### src/rtl/serial_frame_tx.sv
// Serial frame transmitter: sends a 4-bit preamble followed by a DATA_W-bit payload (MSB first) on J.
// Optional even-parity bit after the payload when SERIAL_TX_PARITY_EN is defined.
module serial_frame_tx #(
  parameter logic [3:0] PREAMBLE = 4'b1101,
  parameter int         DATA_W   = 8
) (
  input  logic              Clk,
  input  logic              Rst,
  input  logic              Start,
  input  logic [DATA_W-1:0] DataIn,
  output logic              J,
  output logic              Busy,
  output logic              Done
);

  localparam int CW = $clog2(DATA_W) + 1;
  localparam logic [CW-1:0] DLAST = CW'(DATA_W - 1);

  typedef enum logic [2:0] {
    IDLE,
    PRE,
    DATA,
`ifdef SERIAL_TX_PARITY_EN
    PARITY,
`endif
    FIN
  } state_t;

  state_t            state, state_d;
  logic [1:0]        pcnt, pcnt_d;
  logic [CW-1:0]     dcnt, dcnt_d;
  logic [DATA_W-1:0] sh, sh_d;
  logic              j_d, busy_d, done_d;

  always_ff @(posedge Clk or negedge Rst) begin
    if (!Rst) begin
      state <= IDLE;
      pcnt  <= '0;
      dcnt  <= '0;
      sh    <= '0;
    end else begin
      state <= state_d;
      pcnt  <= pcnt_d;
      dcnt  <= dcnt_d;
      sh    <= sh_d;
    end
  end

  // The payload is rotated rather than shifted, so after DATA_W bits it is
  // back in its original form and still available for the parity bit.
  always_comb begin
    state_d = state;
    pcnt_d  = pcnt;
    dcnt_d  = dcnt;
    sh_d    = sh;
    case (state)
      IDLE, FIN: begin
        if (Start) begin
          state_d = PRE;
          pcnt_d  = '0;
          dcnt_d  = '0;
          sh_d    = DataIn;
        end else begin
          state_d = IDLE;
        end
      end
      PRE: begin
        if (pcnt == 2'd3) begin
          state_d = DATA;
          dcnt_d  = '0;
        end else begin
          pcnt_d = pcnt + 2'd1;
        end
      end
      DATA: begin
        sh_d = {sh[DATA_W-2:0], sh[DATA_W-1]};
        if (dcnt == DLAST) begin
`ifdef SERIAL_TX_PARITY_EN
          state_d = PARITY;
`else
          state_d = FIN;
`endif
        end else begin
          dcnt_d = dcnt + 1'b1;
        end
      end
`ifdef SERIAL_TX_PARITY_EN
      PARITY: state_d = FIN;
`endif
      default: state_d = IDLE;
    endcase
  end

  // Outputs are decoded from the next-cycle values and then registered,
  // so they line up with the state they describe without any path from Start.
  always_comb begin
    j_d    = 1'b0;
    busy_d = 1'b0;
    done_d = 1'b0;
    case (state_d)
      PRE: begin
        j_d    = PREAMBLE[~pcnt_d];
        busy_d = 1'b1;
      end
      DATA: begin
        j_d    = sh_d[DATA_W-1];
        busy_d = 1'b1;
      end
`ifdef SERIAL_TX_PARITY_EN
      PARITY: begin
        j_d    = ^sh_d;
        busy_d = 1'b1;
      end
`endif
      FIN:     done_d = 1'b1;
      default: ;
    endcase
  end

  always_ff @(posedge Clk or negedge Rst) begin
    if (!Rst) begin
      J    <= 1'b0;
      Busy <= 1'b0;
      Done <= 1'b0;
    end else begin
      J    <= j_d;
      Busy <= busy_d;
      Done <= done_d;
    end
  end

endmodule

### config.mk
export PLATFORM = sky130hd
export DESIGN_NAME = serial_frame_tx
export DESIGN_NICKNAME = d
export VERILOG_FILES = /design/src/rtl/serial_frame_tx.sv
export SDC_FILE = /design/constraint.sdc
export NUM_CORES = 1
export LEC_CHECK = 0
export CELL_PAD_IN_SITES_DETAIL_PLACEMENT = 0
export CELL_PAD_IN_SITES_GLOBAL_PLACEMENT = 1
export CORE_MARGIN = 2
export CORE_UTILIZATION = 40
export CTS_BUF_LIST = sky130_fd_sc_hd__clkbuf_4
export DETAILED_ROUTE_END_ITERATION = 10
export GPL_ROUTABILITY_DRIVEN = 0
export GPL_TIMING_DRIVEN = 1
export MAX_ROUTING_LAYER = met4
export PLACE_DENSITY = 0.77
export SKIP_CTS_REPAIR_TIMING = 1
export SLEW_MARGIN = 20
export SYNTH_ARGS = -nofsm -noshare
export SYNTH_HDL_FRONTEND = slang
export SYNTH_SLANG_ARGS = --single-unit
### constraint.sdc
create_clock -name Clk -period 2.3 [get_ports Clk]
set_clock_uncertainty 0.2 [all_clocks]
set_input_delay 0.345 -clock Clk [delete_from_list [all_inputs] [get_ports Clk]]
set_output_delay 0.345 -clock Clk [all_outputs]
set_load 0.005 [all_outputs]
==> impl_metrics.tcl <==
set metrics [dict create \
    powerDensity_nw_per_um2 783 \
    avgRoutedWirePerCell_um 14.1 \
    pin_count_of_the_biggest_net_entering_global_routing 21 \
    final_critical_path_time_including_i_o_delays_and_setup_ps 1970 \
    clkSlewWorstSetupHoldPaths_ps 110 \
    dp_slack_ps 79.3 \
    synthCells 95 \
    slew_viol_final 0 \
    worst_skew_pair.late_latency_ps 300 \
    worstRegToRegCells 4 \
    worstReg2RegEnd "dcnt[0]$_DFFE_PN0P_" \
    worst-endpoint-required_ps 2300 \
    fin_setup_tns_ps 0 \
    setup_viols_final 0 \
    detailroute.wirelength.met3_um 72 \
    setup_slack_ps 329 \
    worst_setup_path_end_kind "flip-flop" \
    cts_tree "built" \
    run_status "completed" \
    wirelength_mm 1.99 \
    die_x_um 54.2 \
    antennaDiodeCount 0 \
    top_signal_layer_used "met4" \
    worst-endpoint-arrival_ps 1970 \
    yosysTopAreaCellShare_pct 49.6 \
    cts_num_sinks 20 \
    antenna_found_initial 0 \
    setup_repair_after_global_routing_missed_its_margin "no" \
    vias_in_the_first_global_route 768 \
    share_of_the_cycle_needed_by_the_critical_path_after_routing_pct 85.7 \
    fp-row-count 18 \
    grt_pass1_wl_mm 3.34 \
    synth_fp_nets 107 \
    worstPathCellList "nor3b_4, and4b_1, or3_4, mux2_4" \
    ys_top_cells_by_count "sky130_fd_sc_hd__dfrtp_1, sky130_fd_sc_hd__inv_1, sky130_fd_sc_hd__a222oi_1" \
    post-synth-top-count-cell "sky130_fd_sc_hd__dfrtp_1" \
    cp.buffers_inverters 0 \
    synth_top_area_cell "sky130_fd_sc_hd__dfrtp_1" \
    critical-path-slowest-cell "sky130_fd_sc_hd__dfrtp_1" \
    synthesis.yosys.warnings 0 \
    netlist_area_um2 1010 \
    maximum_operating_frequency_ghz 0.507 \
    crit_fanout 11 \
    unique_masters_post_synth 39 \
    timing.final.hold_violations 0 \
    drtIter0Drc 34 \
    ir_worst_vdd_mv 0.430 \
    power.leakage_nw 0.582 \
    path_class "reg -> reg" \
    final_hpwl_from_detailed_placement_mm 1.46 \
    critical_path.startpoint_type "flip-flop" \
    cts_root_buf "sky130_fd_sc_hd__clkbuf_4" \
    antenna_violating_nets_post_route 0 \
    cap_viol_max_count 0 \
    drt-met1-wl_um 930 \
    synthesis.area_per_instance_um2 10.6 \
    reg2reg_setup_slack_ps 330 \
    worstReg2RegStart "state[1]$_DFF_PN0_" \
    layout-drive-gt1-share_pct 9.91 \
    per_cell_via_count_in_the_routed_design 5.68 \
    number_of_optimization_iterations_in_the_first_detailed_route_pass 5 \
    timing.critical_path.max_delay_family "simple AND/OR/NAND/NOR gates" \
    max_stage_delay_ps 510 \
    area.growth.synth_to_final_pct 19.4 \
    nets 124 \
    synth.top_cells.by_area "sky130_fd_sc_hd__dfrtp_1, sky130_fd_sc_hd__a222oi_1, sky130_fd_sc_hd__inv_1" \
    htree_levels 1 \
    routed-via-count 801 \
    boundaryPins 14 \
    wl_met2_um 972 \
    die_height_um 54.2 \
    seq_area_frac_synth_pct 49.6 \
    number_of_enable_flip_flop_cells_after_synthesis 0 \
    cts_inserted_buffers 3 \
    placement.io_buffers 13 \
    globalRouteTotalUtil_pct 16.4 \
    synth.ff_latch_count 20 \
    synth_ff_type "sky130_fd_sc_hd__dfrtp_1" \
    dp_cells 137 \
    die_area_um2 2940 \
    timing.hold.worst.class "in -> async" \
    final_cells 141 \
    drcViolationCount 0 \
    power.total_mw 0.942 \
    overflow 0 \
    async_sr_flop_fraction_pct 100 \
    filler_cell_count 245 \
    floorplan.initialDensity_pct 41.5 \
    fp.coreArea_um2 2430 \
    cts_max_path_buffers 2 \
]
==> area by class of cell <==
cell class	count	area [um^2]	share of cell area, %
Sequential cell	20	500	41.6
Clock inverter	1	3.75	0.312
Clock buffer	3	22.5	1.87
Timing Repair Buffer	17	160	13.3
Multi-Input combinational cell	58	434	36.1
Inverter	12	45.0	3.74
Tap cell	30	37.5	3.12
==> where the power goes <==
part,internal [mW],switching (mW)
sequential,0.434,0.0750
clock,0.0632,0.107
combinational,0.145,0.117
==> per-layer routing <==
layer  global-route usage [%]  vias up
met2                     27.9       18
met4                     2.50        0
li1                         -      380
met5                        -        -
met3                     4.92        2
met1                     19.4      401
==> how the worst max path moves through the flow <==
stage | start | end | slack [ps] | cells past startpoint
4_1_cts | state[1]$_DFF_PN0_ | dcnt[0]$_DFFE_PN0P_ | 330 | 4
3_3_place_gp | Start | sh[6]$_DFFE_PN0P_ | 100 | 5
5_1_grt | state[1]$_DFF_PN0_ | sh[2]$_DFFE_PN0P_ | 250 | 4
6_report | state[1]$_DFF_PN0_ | dcnt[0]$_DFFE_PN0P_ | 330 | 4
2_1_floorplan | dcnt[0]$_DFFE_PN0P_ | dcnt[0]$_DFFE_PN0P_ | 350 | 5
3_5_place_dp | Start | sh[2]$_DFFE_PN0P_ | 80 | 5
==> sequential cells by signal, summed over array words and instances (netlist names) <==
register	count
Busy	1
Done	1
J	1
dcnt	4
pcnt	2
sh	8
state	3
==> logic make-up (layout without fill, tap and decap cells) <==
family                   after synthesis  in the layout  share of synthesized area, %
other                                  1              1                         0.372
adder cells (fa/ha/maj)                1              1                          1.24
flip-flops                            20             20                          49.6
AO/OA/AOI/OAI                         26             26                          21.0
AND/OR/NAND/NOR                       28             28                          18.0
buffers and inverters                 17             33                          7.32
multiplexers                           2              2                          2.48
==> worst register-to-register path, delay by kind of cell, from the launching register on <==
kind,cells,cell delay [ps]
AND/OR/NAND/NOR,3,860
multiplexers,1,310
flip-flops,1,510
==> per-stage QoR <==
step / hold WS, ps / cell area (um^2) / util, %
floorplan: -151 / 1010 / -
global placement: 269 / 1180 / 48.4
detailed placement: 277 / 1180 / 48.4
CTS: 168 / 1200 / 49.5
global route: 201 / 1200 / 49.5
finish: 165 / 1200 / 49.5
==> layout by cell type (no fill, tap or decap), drive strengths merged, types with 4 or more instances in the layout <==
cell	n
clkdlybuf4s50	13
buf	4
a222oi	8
nand2	4
nor2	4
inv	12
dfrtp	20
nand2b	4
No activity file was read; power rests on OpenSTA's default activity.
